## src/rtl/udc_pkg.sv

```systemverilog
// udc_pkg: shared definitions for the up/down-counter host sequencer.
//   - counter register addresses on the a1:a0 bus
//   - fail cause codes reported on fail_code
//   - sequencer state enum
//   - udc_reg_sel: maps a register address to the latched job field
package udc_pkg;

  localparam logic [1:0] ADDR_PLR = 2'd0;
  localparam logic [1:0] ADDR_ULR = 2'd1;
  localparam logic [1:0] ADDR_LLR = 2'd2;
  localparam logic [1:0] ADDR_CCR = 2'd3;

  localparam logic [2:0] FAIL_NONE     = 3'd0;
  localparam logic [2:0] FAIL_LIMITS   = 3'd1;
  localparam logic [2:0] FAIL_ERR      = 3'd2;
  localparam logic [2:0] FAIL_TIMEOUT  = 3'd3;
  localparam logic [2:0] FAIL_READBACK = 3'd4;

  typedef enum logic [3:0] {
    ST_IDLE,
    ST_CHK,
    ST_WR0,
    ST_WR1,
    ST_WR2,
    ST_WR3,
    ST_RD0,
    ST_RD1,
    ST_RD2,
    ST_RD3,
    ST_SETTLE,
    ST_START,
    ST_RUN
  } udc_state_e;

  function automatic logic [7:0] udc_reg_sel(input logic [1:0] addr,
                                             input logic [7:0] plr,
                                             input logic [7:0] ulr,
                                             input logic [7:0] llr,
                                             input logic [7:0] ccr);
    logic [7:0] r;
    unique case (addr)
      ADDR_PLR: r = plr;
      ADDR_ULR: r = ulr;
      ADDR_LLR: r = llr;
      default:  r = ccr;
    endcase
    return r;
  endfunction

endpackage

```

## src/rtl/udc_bus_controller_watchdog.sv

```systemverilog
// udc_watchdog: RUN-phase timeout counter.
//   clk_i      system clock
//   reset_i    asynchronous active-high reset
//   clear_i    forces the count to zero (held while not running)
//   enable_i   advances the count by one per cycle, saturating at the limit
//   expired_o  count has reached TIMEOUT_CYCLES (never asserts when it is 0)
module udc_watchdog #(
  parameter int unsigned TIMEOUT_CYCLES = 4096
) (
  input  logic clk_i,
  input  logic reset_i,
  input  logic clear_i,
  input  logic enable_i,
  output logic expired_o
);

  localparam int unsigned CW = (TIMEOUT_CYCLES == 0) ? 1 : $clog2(TIMEOUT_CYCLES + 1);
  localparam logic [CW-1:0] LIMIT = CW'(TIMEOUT_CYCLES);

  logic [CW-1:0] cnt_q, cnt_d;

  always_comb begin
    cnt_d = cnt_q;
    if (clear_i) begin
      cnt_d = '0;
    end else if (enable_i && (cnt_q != LIMIT)) begin
      cnt_d = cnt_q + CW'(1);
    end
  end

  always_ff @(posedge clk_i or posedge reset_i) begin
    if (reset_i) begin
      cnt_q <= '0;
    end else begin
      cnt_q <= cnt_d;
    end
  end

  assign expired_o = (TIMEOUT_CYCLES != 0) && (cnt_q == LIMIT);

endmodule

```

## src/rtl/udc_bus_controller.sv

```systemverilog
// udc_bus_controller: host-side sequencer for the 8-bit up/down counter.
// Accepts one job per valid/ready handshake, range-checks the limits,
// writes PLR/ULR/LLR/CCR over the ncs/nwr/nrd/a1:a0 bus, pulses start,
// then waits for end-of-cycle and reports done or fail with a cause code.
//
// Ports:
//   clk, reset            clock, asynchronous active-high reset
//   job_valid/job_ready   job handshake; job_plr/ulr/llr/ccr job fields
//   ncs, nwr, nrd, a1, a0 counter bus controls (strobes active low)
//   bus_dout, bus_oe      write data and its tristate enable
//   bus_din               register readback data
//   start                 counter start pulse (START_W cycles)
//   udc_err, udc_ec       counter error / end-of-cycle inputs
//   busy, done, fail      status; done/fail are one-cycle pulses
//   fail_code             abort cause, held until the next accepted job
//
// Build option: define UDC_READBACK_EN to verify every register by
// reading it back after the write phase (fail code 4 on mismatch).
module udc_bus_controller
  import udc_pkg::*;
#(
  parameter int unsigned START_W        = 1,
  parameter int unsigned TIMEOUT_CYCLES = 4096
) (
  input  logic       clk,
  input  logic       reset,
  input  logic       job_valid,
  output logic       job_ready,
  input  logic [7:0] job_plr,
  input  logic [7:0] job_ulr,
  input  logic [7:0] job_llr,
  input  logic [7:0] job_ccr,
  output logic       ncs,
  output logic       nwr,
  output logic       nrd,
  output logic       a1,
  output logic       a0,
  output logic [7:0] bus_dout,
  output logic       bus_oe,
  input  logic [7:0] bus_din,
  output logic       start,
  input  logic       udc_err,
  input  logic       udc_ec,
  output logic       busy,
  output logic       done,
  output logic       fail,
  output logic [2:0] fail_code
);

  udc_state_e state_q, state_d;
  logic [7:0] plr_q, ulr_q, llr_q, ccr_q;
  logic [2:0] code_q;
  logic       ready_q;
  logic       st_cnt_q;

  logic       accept;
  logic       wr_phase;
  logic       rd_phase;
  logic [1:0] addr;
  logic [7:0] sel_data;
  logic [2:0] cause;
  logic       start_last;
  logic       wd_expired;

  // A 1-bit counter covers both legal pulse widths.
  assign start_last = (START_W < 2) || st_cnt_q;

  udc_watchdog #(
    .TIMEOUT_CYCLES(TIMEOUT_CYCLES)
  ) u_watchdog (
    .clk_i    (clk),
    .reset_i  (reset),
    .clear_i  (state_q != ST_RUN),
    .enable_i (state_q == ST_RUN),
    .expired_o(wd_expired)
  );

  always_comb begin
    state_d  = state_q;
    accept   = 1'b0;
    wr_phase = 1'b0;
    rd_phase = 1'b0;
    addr     = ADDR_PLR;
    ncs      = 1'b1;
    nwr      = 1'b1;
    nrd      = 1'b1;
    bus_oe   = 1'b0;
    bus_dout = '0;
    start    = 1'b0;
    done     = 1'b0;
    fail     = 1'b0;
    cause    = FAIL_NONE;

    unique case (state_q)
      ST_IDLE: begin
        if (job_valid && ready_q) begin
          accept  = 1'b1;
          state_d = ST_CHK;
        end
      end
      ST_CHK: begin
        if ((plr_q < llr_q) || (plr_q > ulr_q)) begin
          fail    = 1'b1;
          cause   = FAIL_LIMITS;
          state_d = ST_IDLE;
        end else begin
          state_d = ST_WR0;
        end
      end
      ST_WR0: begin wr_phase = 1'b1; addr = ADDR_PLR; state_d = ST_WR1; end
      ST_WR1: begin wr_phase = 1'b1; addr = ADDR_ULR; state_d = ST_WR2; end
      ST_WR2: begin wr_phase = 1'b1; addr = ADDR_LLR; state_d = ST_WR3; end
`ifdef UDC_READBACK_EN
      ST_WR3: begin wr_phase = 1'b1; addr = ADDR_CCR; state_d = ST_RD0; end
      ST_RD0: begin rd_phase = 1'b1; addr = ADDR_PLR; state_d = ST_RD1; end
      ST_RD1: begin rd_phase = 1'b1; addr = ADDR_ULR; state_d = ST_RD2; end
      ST_RD2: begin rd_phase = 1'b1; addr = ADDR_LLR; state_d = ST_RD3; end
      ST_RD3: begin rd_phase = 1'b1; addr = ADDR_CCR; state_d = ST_SETTLE; end
`else
      ST_WR3: begin wr_phase = 1'b1; addr = ADDR_CCR; state_d = ST_SETTLE; end
`endif
      ST_SETTLE: begin
        ncs = 1'b0;
        if (udc_err) begin
          fail    = 1'b1;
          cause   = FAIL_ERR;
          state_d = ST_IDLE;
        end else if (ccr_q == '0) begin
          done    = 1'b1;
          state_d = ST_IDLE;
        end else begin
          state_d = ST_START;
        end
      end
      ST_START: begin
        ncs   = 1'b0;
        start = 1'b1;
        if (start_last) state_d = ST_RUN;
      end
      ST_RUN: begin
        ncs = 1'b0;
        // End-of-cycle takes priority over a simultaneous error.
        if (udc_ec) begin
          done    = 1'b1;
          state_d = ST_IDLE;
        end else if (udc_err) begin
          fail    = 1'b1;
          cause   = FAIL_ERR;
          state_d = ST_IDLE;
        end else if (wd_expired) begin
          fail    = 1'b1;
          cause   = FAIL_TIMEOUT;
          state_d = ST_IDLE;
        end
      end
      default: state_d = ST_IDLE;
    endcase

    sel_data = udc_reg_sel(addr, plr_q, ulr_q, llr_q, ccr_q);

    if (wr_phase) begin
      ncs      = 1'b0;
      nwr      = 1'b0;
      bus_oe   = 1'b1;
      bus_dout = sel_data;
    end

    if (rd_phase) begin
      ncs = 1'b0;
      nrd = 1'b0;
      if (bus_din != sel_data) begin
        fail    = 1'b1;
        cause   = FAIL_READBACK;
        state_d = ST_IDLE;
      end
    end
  end

`ifndef UDC_READBACK_EN
  logic din_unused;
  assign din_unused = ^bus_din;
`endif

  always_ff @(posedge clk or posedge reset) begin
    if (reset) begin
      state_q  <= ST_IDLE;
      ready_q  <= 1'b0;
      code_q   <= FAIL_NONE;
      st_cnt_q <= 1'b0;
      plr_q    <= '0;
      ulr_q    <= '0;
      llr_q    <= '0;
      ccr_q    <= '0;
    end else begin
      state_q  <= state_d;
      ready_q  <= 1'b1;
      st_cnt_q <= (state_q == ST_START) && (state_d == ST_START);
      if (accept) begin
        plr_q  <= job_plr;
        ulr_q  <= job_ulr;
        llr_q  <= job_llr;
        ccr_q  <= job_ccr;
        code_q <= FAIL_NONE;
      end else if (fail) begin
        code_q <= cause;
      end
    end
  end

  // The cause is visible together with the fail pulse, then held.
  assign fail_code = fail ? cause : code_q;
  assign job_ready = ready_q && (state_q == ST_IDLE);
  assign busy      = (state_q != ST_IDLE);
  assign a1        = addr[1];
  assign a0        = addr[0];

endmodule

```

## config.mk

```make
export PLATFORM = sky130hd
export DESIGN_NAME = udc_bus_controller
export DESIGN_NICKNAME = d
export VERILOG_FILES = /design/src/rtl/udc_pkg.sv /design/src/rtl/udc_bus_controller_watchdog.sv /design/src/rtl/udc_bus_controller.sv
export SDC_FILE = /design/constraint.sdc
export NUM_CORES = 1
export LEC_CHECK = 0
export ABC_AREA = 1
export CAP_MARGIN = 20
export CORE_MARGIN = 4
export CORE_UTILIZATION = 46
export DETAILED_ROUTE_END_ITERATION = 10
export PLACE_DENSITY = 0.78
export REMOVE_ABC_BUFFERS = 1
export SYNTH_ARGS = -nofsm -noshare
export SYNTH_HDL_FRONTEND = slang
export SYNTH_SLANG_ARGS = --single-unit
```

## constraint.sdc

```tcl
create_clock -name clk -period 1.9 [get_ports clk]
set_clock_uncertainty 0.15 [all_clocks]
set_input_delay 0.38 -clock clk [delete_from_list [all_inputs] [get_ports clk]]
set_output_delay 0.38 -clock clk [all_outputs]
set_load 0.02 [all_outputs]
```

==> summary.md, run 1 <==
| Metric | Value |
|---|---|
| Fin nets | `~620` |
| Fin. max-slew vios | `0` |
| Detailed-route DRC error count | `0` |
| Final hold slack | `0.263 ns` |
| Top-count cell post-synth | `nand2_1` |
| Clock buffer depth | `2` |
| Initial drt markers | `between 200 and 300` |
| Total CTS buffers | `5` |
| Crit path capture type | `primary output` |
| Syn_area_per_cell | `approximately 8 sq um` |
| CP arrival | `~2.2 ns` |
| Setup violations, final | `between 50 and 60` |
| Worst VDD drop | `between 1 and 1.5 mV` |
| Asr flop ratio synth | `100%` |
| Via Count | `approximately 3600` |
| Synth cell types | `33` |
| Fin worst setup slack | `-0.785 ns` |
| Power density over the cells | `between 1500 and 2000 mW/mm^2` |
| WL/cell | `~20 microns` |
| Buffers on Ports | `57` |
| Synthesized flop and latch total | `53` |
| Worst r2r src | `ulr_q[7]` |
| Initial Util | `about 48%` |
| Antenna diodes | `0` |
| Cts hold-fix bufs | `0` |
| Crit. Startpoint | `ulr_q[7]` |
| Row count | `29` |
| Status | `complete, but fails checks` |
| Adder-cell share of the synthesized area | `around 7%` |
| Leading area contributor after synthesis | `dfrtp_1` |
| First-pass GRT wire length | `16300 microns` |
| DR top layer | `met4` |
| Area Overhead vs Synth | `70.8%` |
| Yosys top cell area share | `a little over two fifths` |
| Initial antenna violation count | `0` |
| Gate Count Post-Synth | `around 380` |
| Synth Area in Simple Gates | `about 22%` |
| Post-synthesis compound-gate area fraction | `between 10% and 20%` |
| WP data required | `between 1 and 1.5 ns` |
| CTS tree | `done` |
| Top_reg_cell synth | `dfrtp_1` |
| Slew HR | `67.1%` |
| Largest cells by area after synthesis | `dfrtp_1 43%, nand2_1 11%, inv_1 7.2%` |
| Die area | `0.00807 sq mm` |
| Critical setup path kind | `reg2out` |
| H-tree depth | `2` |
| Hpwl dp | `6260 microns` |
| Synth Area in XOR/XNOR | `0.569%` |
| CTS root buf | `clkbuf_8` |
| Met2 WL | `6510 microns` |
| Mux cell area share after synthesis | `about 4.0%` |
| DRT antenna net count | `0` |
| Fin Setup TNS | `-14.03 ns` |
| Post-synth EDFFs | `0` |
| Vias in the first global route | `approximately 3500` |
| Clock sinks | `53` |
| Crit path time final | `2.69 ns` |
| Share of cells above drive strength 1 | `around 46%` |
| Yosys Warn Count | `0` |
| LEAKAGE | `0.00250 uW` |
| Core ar. | `about 0.0064 sq mm` |
| Clock Latency Late Sink | `0.33 ns` |
| WL met1 | `4530 microns` |
| F_max | `~370 MHz` |
| Failing checks | `setup timing` |
| Final hold violations | `0` |
| Detailed Routing Iterations Pass 1 | `5` |
| Die Wd | `between 80 and 90 microns` |
| Register area share after synthesis | `between 40% and 50%` |
| IO Count | `67` |
| Tcrit/Tclk final | `141%` |
| Crit-path max FO | `4` |
| Tightest Hold Check Type | `in2async` |
| GR Overflow Total | `0` |
| Total GRT Usage | `between 20 and 25%` |
| Crit path launch type | `flop` |
| Unrepaired setup endpoints after global routing | `true` |
| Vias per inst | `~5.7` |
| Detailed Route WL | `around 13000 microns` |
| Number of max-cap violations | `0` |
| Die height | `89.8 microns` |
| Clock slew at reported path FFs | `about 0.10 ns` |
| Routability cong. | `~0.86` |
| Metal3 WL | `about 880 microns` |
| Synth cell count leaders | `87 x nand2_1, 59 x inv_1, 53 x dfrtp_1` |
| Largest net degree at the start of global routing | `54` |
| Largest family of logic cells by synthesized area | `simple AND/OR/NAND/NOR gates` |
| Worst Tran Pin Value | `about 0.49 ns` |
| Syn Std Cell Area | `a little over 0.003 sq mm` |
[registers in the layout, indices dropped and copies added (netlist names)]
name,count
u_watchdog.cnt_q,13
ccr_q,8
llr_q,8
plr_q,8
ulr_q,8
state_q,4
code_q,3
ready_q,1
[area by class of cell]
type / instances / area [sq um]
clock inverter: 1 / 7.51
tap: 77 / 96.3
fill: 318 / 1160
sequential: 53 / 1330
multi-input combinational: 257 / 1910
timing repair buffer: 172 / 1560
clock buffer: 6 / 82.6
inverter: 67 / 275
[kinds of logic after synthesis]
logic type / count (synthesis)
simple gates: 154
buf+inv: 75
compound gates: 71
flops: 53
fa+ha+maj: 17
mux: 11
xor+xnor: 2
other cells: 1
[per-layer routing]
layer | vias to the layer above | track usage, %
met2 | 204 | 43.2
met1 | 1733 | 28.2
li1 | 1575 | -
met5 | - | 0
met3 | 69 | 5.43
met4 | 0 | 13.2
[critical path, cell delays in order (launching register included)]
cell	delay (ns)
dfrtp_1	0.39
inv_1	0.15
ha_4	0.25
a21o_1	0.18
nor2_1	0.14
nand2_1	0.08
nand2_2	0.10
nand2_2	0.08
nand2_4	0.09
nand2_2	0.09
nor2_2	0.14
buf_6	0.14
[placed cells by master (no fill, tap or decap), types with 5 or more instances in the layout]
master	Yosys	routed
a21oi_2	0	7
nor2_2	2	5
clkdlybuf4s50_1	0	36
buf_6	2	33
ha_4	0	9
nor2_1	26	18
nor2_4	6	11
nand3_1	15	11
nor3_1	6	6
dfrtp_1	53	47
mux2_4	0	10
o21ai_2	2	7
ha_1	17	8
a21oi_1	24	15
clkbuf_8	0	6
dfrtp_2	0	6
nand2_1	87	70
nand2_2	2	12
inv_1	59	45
o21ai_0	14	7
nand4_1	6	6
inv_2	7	15
buf_4	6	97
o21ai_1	20	19
[timing repair]
action / in CTS / in global routing
cloned: 0 / 0
pin swaps: 12 / 27
hold endpoints to repair: 0 / 0
buffers inserted: 20 / 14
resized for setup: 182 / 95
endpoints found under the setup margin: 23 / 53
[metrics by stage]
step	std cells	cell area, sq um	utilization, %	setup slack [ns]	power (uW)
final	633	5260	81.9	-0.785	9200
after floorplan	377	3020	-	-0.694	3740
after CTS	628	4840	75.4	-0.599	7500
after global routing	633	5260	81.9	-0.825	9560
after detailed placement	602	4400	68.5	-0.769	5790
after global placement	602	4400	68.5	-0.684	5630
[report_power, final]
part / total, uW / leakage (uW) / internal [uW] / switching, uW
Clock: 688 / 0.0000433 / 289 / 398
Sequential: 1940 / 0.000666 / 1530 / 410
Combinational: 6570 / 0.00179 / 3200 / 3380
[worst paths after layout]
kind / to / slack [ns] / cells past startpoint
min in group clk: ccr_q[3] / 0.41 / 2
setup / recovery: fail_code[2] / -0.79 / 11
setup reg to reg: code_q[2] / -0.23 / 12
hold reg to reg: ccr_q[3] / 0.41 / 2
hold / removal: u_watchdog.cnt_q[8] / 0.26 / 3
max in group asynchronous: plr_q[3] / 1.08 / 3
Power figures use the tool's default switching activity.
==> inputs of run 2 (changes only) <==
--- a/config.mk
+++ b/config.mk
@@ -7,10 +7,11 @@
 export LEC_CHECK = 0
 export ABC_AREA = 1
 export CAP_MARGIN = 20
+export CORE_ASPECT_RATIO = 1.4
 export CORE_MARGIN = 4
-export CORE_UTILIZATION = 46
+export CORE_UTILIZATION = 51
 export DETAILED_ROUTE_END_ITERATION = 10
-export PLACE_DENSITY = 0.78
+export PLACE_DENSITY = 0.82
 export REMOVE_ABC_BUFFERS = 1
 export SYNTH_ARGS = -nofsm -noshare
 export SYNTH_HDL_FRONTEND = slang
==> constraint.sdc (replaced) <==
create_clock -name clk -period 2.9 [get_ports clk]
set_clock_uncertainty 0.15 [all_clocks]
set_input_delay 0.58 -clock clk [delete_from_list [all_inputs] [get_ports clk]]
set_output_delay 0.58 -clock clk [all_outputs]
set_load 0.05 [all_outputs]
==> summary.md, run 2 (synthesized netlist as in run 1, its figures left out) <==
| Metric | Value |
|---|---|
| IO Count | `67 (unchanged)` |
| P_int | `2260 uW (was 5010 uW)` |
| Max incr delay on CP | `0.42 ns (was 0.39 ns)` |
| Hold depth | `1` |
| Clock Latency Late Sink | `0.31 ns (was 0.33 ns)` |
| Initial drt markers | `167 (was 296)` |
| Detailed Routing Iterations Pass 1 | `6 (was 5)` |
| Share of cells above drive strength 1 | `15.3% (was 46.2%)` |
| Worst Tran Pin Value | `0.522 ns (was 0.490 ns)` |
| Fin cells | `514 (was 633)` |
| Tcrit/Tclk final | `around 96%` |
| Tightest Hold Check Type | `reg2reg (was in2async)` |
| Worst-path cell chain | `ha_1, a21o_1, nor2_1, nand2_1, nand2_1, nand2_2, nand2_4, nand3_1, nand2_1, inv_2, buf_12 (was inv_1, ha_4, a21o_1, nor2_1, nand2_1, nand2_2, nand2_2, nand2_4, nand2_2, nor2_2, buf_6)` |
| Clock sinks | `53 (unchanged)` |
| CTS root buf | `clkbuf_8 (unchanged)` |
| Clock slew at reported path FFs | `0.09 ns (was 0.10 ns)` |
| LEAKAGE | `0.00187 uW (was 0.00250 uW)` |
| Clk pwr share | `10.4% (was 7.5%)` |
| FF-to-FF path depth | `10 (was 12)` |
| Critical setup path kind | `reg2out (unchanged)` |
| Fin nets | `505 (was 618)` |
| Multi-input gate area | `0.00152 sq mm (was 0.00191 sq mm)` |
| WL/cell | `14.8 microns (was 19.8 microns)` |
| Setup violations, final | `0 (was 55)` |
| Reg power frac | `27.8% (was 21.1%)` |
| Fin. max-slew vios | `0 (unchanged)` |
| Dpl cells | `506 (was 602)` |
| Initial Util | `52.5% (was 48.0%)` |
| Crit path time final | `about 2.8 ns` |
| Final hold violations | `0 (unchanged)` |
| Fin worst setup slack | `0.112 ns (was -0.785 ns)` |
| GR Overflow Total | `0 (unchanged)` |
| Largest Register | `u_watchdog.cnt_q (unchanged)` |
| Initial antenna violation count | `0 (unchanged)` |
| First-pass GRT wire length | `12600 microns (was 16300 microns)` |
| Die area | `0.00737 sq mm (was 0.00807 sq mm)` |
| CP arrival | `2.06 ns (was 2.16 ns)` |
| Commonest non-fill, non-tap cell in the layout | `nand2_1 (was buf_4)` |
| R2r setup slk | `1.03 ns (was -0.23 ns)` |
| Routability cong. | `0.803 (was 0.858)` |
| Power density over the cells | `1090 mW/mm^2 (was 1750 mW/mm^2)` |
| Unrepaired setup endpoints after global routing | `true (unchanged)` |
| Number of max-cap violations | `0 (unchanged)` |
| F_max | `359 MHz` |
| Reg-to-Reg End | `code_q[0] (was code_q[2])` |
| Detailed-route DRC error count | `0 (unchanged)` |
| DRT antenna net count | `0 (unchanged)` |
| Worst slack at placement | `0.210 ns (was -0.769 ns)` |
| # Post-CTS Setup Buffers | `0 (was 20)` |
| Cts hold-fix bufs | `0 (unchanged)` |
| Slew HR | `65.1% (was 67.1%)` |
| Vias in the first global route | `2947 (was 3529)` |
| Fin area | `0.00402 sq mm (was 0.00526 sq mm)` |
| Worst VDD drop | `0.848 mV (was 1.06 mV)` |
| H-tree depth | `2 (unchanged)` |
| Crit path capture type | `primary output (unchanged)` |
| Hpwl dp | `5570 microns (was 6260 microns)` |
| Total GRT Usage | `21.9% (was 24.7%)` |
| Largest net degree at the start of global routing | `57 (was 54)` |
| Row count | `33 (was 29)` |
| Total CTS buffers | `5 (unchanged)` |
| Die Wd | `73.7 microns (was 89.8 microns)` |
| Antenna diodes | `0 (unchanged)` |
| Detailed Route WL | `7590 microns (was 12500 microns)` |
| Slowest CP cell | `dfrtp_1 (unchanged)` |
| WP data required | `2.17 ns (was 1.37 ns)` |
| Area Overhead vs Synth | `30.5% (was 70.8%)` |
| Register area | `0.00133 sq mm (about the same)` |
| Logic pwr share | `61.8% (was 71.5%)` |
| Status | `complete, no violations (was complete, but fails checks)` |
| Post-DP Area | `0.00384 sq mm (was 0.00440 sq mm)` |
| Sw Share | `48.5% (was 45.5%)` |
| Worst r2r src | `plr_q[7] (was ulr_q[7])` |
| Hold path endpoint | `u_watchdog.cnt_q[3]` |
| Switching pwr | `2130 uW (was 4190 uW)` |
| Power, Total | `4390 uW (was 9200 uW)` |
| Max reg flops | `13 (unchanged)` |
| Vias per inst | `5.45 (was 5.66)` |
| Hold_sp | `u_watchdog.cnt_q[3]` |
| Most frequent cells in the layout | `84 x nand2_1, 57 x inv_1, 51 x dfrtp_1 (was 97 x buf_4, 70 x nand2_1, 47 x dfrtp_1)` |
| Most frequent CP cell | `nand2_1 (was nand2_2)` |
| Final hold slack | `0.361 ns (was 0.263 ns)` |
| Die height | `100 microns (was 89.8 microns)` |
| CTS tree | `done (unchanged)` |
| Buffers on Ports | `57 (unchanged)` |
| Filler cell count in the final layout | `485 (was 318)` |
| Clock buffer depth | `2 (unchanged)` |
| Crit-path max FO | `4 (unchanged)` |
| Via Count | `2801 (was 3581)` |
| Core ar. | `0.00586 sq mm (was 0.00642 sq mm)` |
| Crit path launch type | `flop (unchanged)` |
-- run 2: cell count changes in the layout (fill, tap and decap cells not counted), moves of 9 or more --
cell / before / now
buf_4: 97 / 3
buf_6: 33 / 0
nand2_1: 70 / 84
buf_12: 3 / 15
inv_1: 45 / 57
mux2_4: 10 / 0
nand2_2: 12 / 3
-- run 2: per-layer routing --
layer	vias to the layer above	wire length, microns	GRT usage, %
li1	1349	-	-
met1	1311	2830	24.0
met2	110	4030	39.1
met3	31	430	3.91
met4	0	298	11.4
met5	-	0	0
-- run 2: how the worst max path moves through the flow --
stage,start,endpoint,cells past startpoint
detailed placement,udc_ec,fail_code[2],6
global placement,udc_ec,fail_code[2],6
global route,llr_q[3],fail_code[0],14
finish,plr_q[7],fail_code[0],11
floorplan,state_q[3],bus_dout[2],5
CTS,plr_q[5],fail_code[2],11
-- run 2: critical path, delay by kind of cell (launching register included) --
family	cells	cell delay (ns)
buffers and inverters	2	0.19
AND/OR/NAND/NOR	7	0.62
adder cells (fa/ha/maj)	1	0.32
AO/OA/AOI/OAI	1	0.20
flip-flops	1	0.42
-- run 2: cell type report --
class                   instances  area share, %
flip-flops and latches         53           33.0
clock buffers                   7           2.40
well taps                      70           2.18
inverters                      67           6.28
clock inverters                 1          0.124
repair buffers                 59           18.2
multi-input cells             257           37.8
-- run 2: stage by stage --
step                      util (%)  TNS [ns]
after floorplan                  -     -1.36
after global placement        65.5         0
after detailed placement      65.5         0
after CTS                     67.4         0
after global routing          68.6   -0.0355
final                         68.6         0
-- run 2: power by group through the flow --
stage	Clock, uW	Combinational (uW)	Sequential, uW
after floorplan	0	1640	1150
after global placement	0	2450	1190
after detailed placement	0	2530	1210
after CTS	458	2560	1200
after global routing	493	2940	1250
final	457	2710	1220
-- run 2: timing repair --
item | 4_1_cts | 5_1_grt
hold endpoints to repair | 0 | 0
gates resized for setup | 4 | 15
pin swaps | 0 | 1
setup endpoints to repair | 2 | 8
==> inputs of run 3 (changes only) <==
--- a/config.mk
+++ b/config.mk
@@ -9,10 +9,11 @@
 export CAP_MARGIN = 20
 export CORE_ASPECT_RATIO = 1.4
 export CORE_MARGIN = 4
-export CORE_UTILIZATION = 51
+export CORE_UTILIZATION = 52
 export DETAILED_ROUTE_END_ITERATION = 10
-export PLACE_DENSITY = 0.82
+export PLACE_DENSITY = 0.83
 export REMOVE_ABC_BUFFERS = 1
 export SYNTH_ARGS = -nofsm -noshare
 export SYNTH_HDL_FRONTEND = slang
+export SYNTH_HIERARCHICAL = 1
 export SYNTH_SLANG_ARGS = --single-unit
==> summary.md, run 3 <==
| Metric | Value |
|---|---|
| Largest cells by area after synthesis | `dfrtp_1 40%, nand2_1 15%, ha_1 6.5% (was dfrtp_1 43%, nand2_1 11%, inv_1 7.2%)` |
| Initial Util | `53.2% (was 52.5%)` |
| Yosys Warn Count | `6 (was 0)` |
| CP arrival | `2.10 ns (was 2.06 ns)` |
| Die height | `102 microns (was 100 microns)` |
| Antenna diodes | `0 (unchanged)` |
| Tcrit/Tclk final | `97.6% (was 96.1%)` |
| Synth cell types | `31 (was 33)` |
| Synthesized flop and latch total | `53 (unchanged)` |
| Slew HR | `60.1% (was 65.1%)` |
| CTS tree | `done (unchanged)` |
| GR Overflow Total | `0 (unchanged)` |
| Most frequent CP cell | `inv_2 (was nand2_1)` |
| H-tree depth | `2 (unchanged)` |
| Crit path capture type | `primary output (unchanged)` |
| DRT antenna net count | `0 (unchanged)` |
| Initial drt markers | `249 (was 167)` |
| Fin area | `0.00426 sq mm (was 0.00402 sq mm)` |
| Register area share after synthesis | `40.4% (was 43.1%)` |
| Yosys top cell area share | `40.4% (was 43.1%)` |
| Routability cong. | `0.863 (was 0.803)` |
| Total GRT Usage | `23.5% (was 21.9%)` |
| Fin worst setup slack | `0.0703 ns (was 0.112 ns)` |
| Vias per inst | `5.49 (was 5.45)` |
| Fin Setup TNS | `0 ns (unchanged)` |
| Crit-path max FO | `9 (was 4)` |
| Fin nets | `571 (was 505)` |
| Fin. max-slew vios | `0 (unchanged)` |
| Worst setup path endpoint | `bus_dout[7] (was fail_code[0])` |
| Clock buffer depth | `2 (unchanged)` |
| Crit. Startpoint | `state_q[2] (was plr_q[7])` |
| Post-DP Area | `0.00407 sq mm (was 0.00384 sq mm)` |
| Most frequent cells in the layout | `125 x nand2_1, 53 x inv_1, 52 x dfrtp_1 (was 84 x nand2_1, 57 x inv_1, 51 x dfrtp_1)` |
| Asr flop ratio synth | `100% (unchanged)` |
| WP data required | `2.17 ns (about the same)` |
| Max reg flops | `13 (unchanged)` |
| Vias in the first global route | `3260 (was 2947)` |
| Clock sinks | `53 (unchanged)` |
| R2r setup slk | `0.76 ns (was 1.03 ns)` |
| Commonest non-fill, non-tap cell in the layout | `nand2_1 (unchanged)` |
| Clock slew at reported path FFs | `0.09 ns (about the same)` |
| Unrepaired setup endpoints after global routing | `true (unchanged)` |
| Via Count | `3196 (was 2801)` |
| Die Wd | `75.2 microns (was 73.7 microns)` |
| Worst slack at placement | `0.260 ns (was 0.210 ns)` |
| Leading area contributor after synthesis | `dfrtp_1 (unchanged)` |
| Core ar. | `0.00617 sq mm (was 0.00586 sq mm)` |
| Largest net degree at the start of global routing | `41 (was 57)` |
| Final hold violations | `0 (unchanged)` |
| Setup violations, final | `0 (unchanged)` |
| Worst Tran Pin Value | `0.598 ns (was 0.522 ns)` |
| Reg-to-Reg End | `u_watchdog/cnt_q[11] (was code_q[0])` |
| LEAKAGE | `0.00201 uW (was 0.00187 uW)` |
| Gate Count Post-Synth | `443 (was 384)` |
| Worst VDD drop | `0.895 mV (was 0.848 mV)` |
| Tightest Hold Check Type | `reg2reg (unchanged)` |
| Total CTS buffers | `5 (unchanged)` |
| Syn_area_per_cell | `7.41 sq um (was 8.02 sq um)` |
| CTS root buf | `clkbuf_8 (unchanged)` |
| Clock Latency Late Sink | `0.30 ns (was 0.31 ns)` |
| Buffers on Ports | `57 (unchanged)` |
| IO Count | `67 (unchanged)` |
| FF-to-FF path depth | `8 (was 10)` |
| Detailed Routing Iterations Pass 1 | `5 (was 6)` |
| Hpwl dp | `6360 microns (was 5570 microns)` |
| Largest Register | `u_watchdog/cnt_q (was u_watchdog.cnt_q)` |
| Share of cells above drive strength 1 | `13.7% (was 15.3%)` |
| F_max | `353 MHz (was 359 MHz)` |
| Detailed-route DRC error count | `0 (unchanged)` |
| Critical setup path kind | `reg2out (unchanged)` |
| Syn Std Cell Area | `0.00328 sq mm (was 0.00308 sq mm)` |
| First-pass GRT wire length | `14000 microns (was 12600 microns)` |
| Cts hold-fix bufs | `0 (unchanged)` |
| Synth cell count leaders | `128 x nand2_1, 55 x inv_1, 53 x dfrtp_1 (was 87 x nand2_1, 59 x inv_1, 53 x dfrtp_1)` |
| Row count | `34 (was 33)` |
| Power density over the cells | `927 mW/mm^2 (was 1090 mW/mm^2)` |
| Crit path launch type | `flop (unchanged)` |
| Slowest CP cell | `dfrtp_1 (unchanged)` |
| Initial antenna violation count | `0 (unchanged)` |
| Die area | `0.00767 sq mm (was 0.00737 sq mm)` |
| Post-synth EDFFs | `0 (unchanged)` |
| Top_reg_cell synth | `dfrtp_1 (unchanged)` |
| Number of max-cap violations | `0 (unchanged)` |
| Detailed Route WL | `8330 microns (was 7590 microns)` |
| Worst r2r src | `state_q[3] (was plr_q[7])` |
| Max incr delay on CP | `0.44 ns (was 0.42 ns)` |
| Crit path time final | `2.83 ns (was 2.79 ns)` |
| Status | `complete, no violations (unchanged)` |
| WL/cell | `14.3 microns (was 14.8 microns)` |
| Area Overhead vs Synth | `29.6% (was 30.5%)` |
| Worst-path cell chain | `inv_2, nand3_1, nor2_2, inv_2, nand3_1, inv_2, a21oi_1, buf_12 (was ha_1, a21o_1, nor2_1, nand2_1, nand2_1, nand2_2, nand2_4, nand3_1, nand2_1, inv_2, buf_12)` |
| Top-count cell post-synth | `nand2_1 (unchanged)` |
| Filler cell count in the final layout | `488 (was 485)` |
## run 3: logic make-up (layout without fill, tap and decap cells)
logic type | after synthesis | in the layout | synth area share (%)
xor+xnor | 2 | 2 | 0.533
mux | 8 | 8 | 2.74
buf+inv | 74 | 140 | 9.60
simple gates | 226 | 226 | 30.2
fa+ha+maj | 17 | 17 | 6.48
compound gates | 62 | 62 | 9.91
flops | 53 | 53 | 40.4
other cells | 1 | 2 | 0.114
## run 3: power by group
part / internal (uW) / switching, uW
Clock: 282 / 240
Combinational: 900 / 1380
Sequential: 985 / 160
Total: 2170 / 1780
## run 3: critical path: cells and delay by family, from the launching register on
kind | cells | cell delay [ns]
AO/OA/AOI/OAI | 1 | 0.26
flip-flops | 1 | 0.44
buffers and inverters | 4 | 0.59
AND/OR/NAND/NOR | 3 | 0.51
## run 3: final cells by class
type / instances / area (sq um) / area share [%]
timing repair buffer: 69 / 793 / 18.6
clock buffer: 7 / 86.3 / 2.03
multi-input combinational: 317 / 1690 / 39.8
tap: 72 / 90.1 / 2.12
inverter: 63 / 236 / 5.56
clock inverter: 1 / 30.0 / 0.705
sequential: 53 / 1330 / 31.2
## run 3: what timing repair did
action | CTS | global route
endpoints found under the hold margin | 0 | 0
pin swaps | 0 | 4
setup buffers | 0 | 4
resized for setup | 1 | 13
setup endpoints to repair | 2 | 10
cloned | 0 | 0
## run 3: worst min-delay path by stage
| stage | startpoint | end | slack [ns] | cells after the start |
|---|---|---|---|---|
| final | llr_q[3] | llr_q[3] | 0.41 | 2 |
| after floorplan | reset | u_watchdog/cnt_q[0] | 0.31 | 1 |
| after global routing | ccr_q[4] | ccr_q[4] | 0.44 | 1 |
| after CTS | code_q[2] | code_q[2] | 0.41 | 2 |
| after detailed placement | llr_q[3] | llr_q[3] | 0.39 | 2 |
| after global placement | code_q[2] | code_q[2] | 0.37 | 2 |
## run 3: routing by layer
| layer | GRT usage (%) | wire (microns) |
|---|---|---|
| met1 | 26.3 | 3060 |
| met2 | 42.1 | 4480 |
| met3 | 3.74 | 471 |
| met4 | 11.8 | 321 |
| met5 | 0 | 0 |
## run 3: through the flow
step / total power, uW / hold slack, ns / util [%] / instances
4_1_cts: 3890 / 0.414 / 67.9 / 578
6_report: 3950 / 0.407 / 69.0 / 582
5_1_grt: 4250 / 0.438 / 69.0 / 582
2_1_floorplan: 2500 / 0.307 / - / 433
3_5_place_dp: 3350 / 0.395 / 65.9 / 570
3_3_place_gp: 3280 / 0.375 / 65.9 / 570
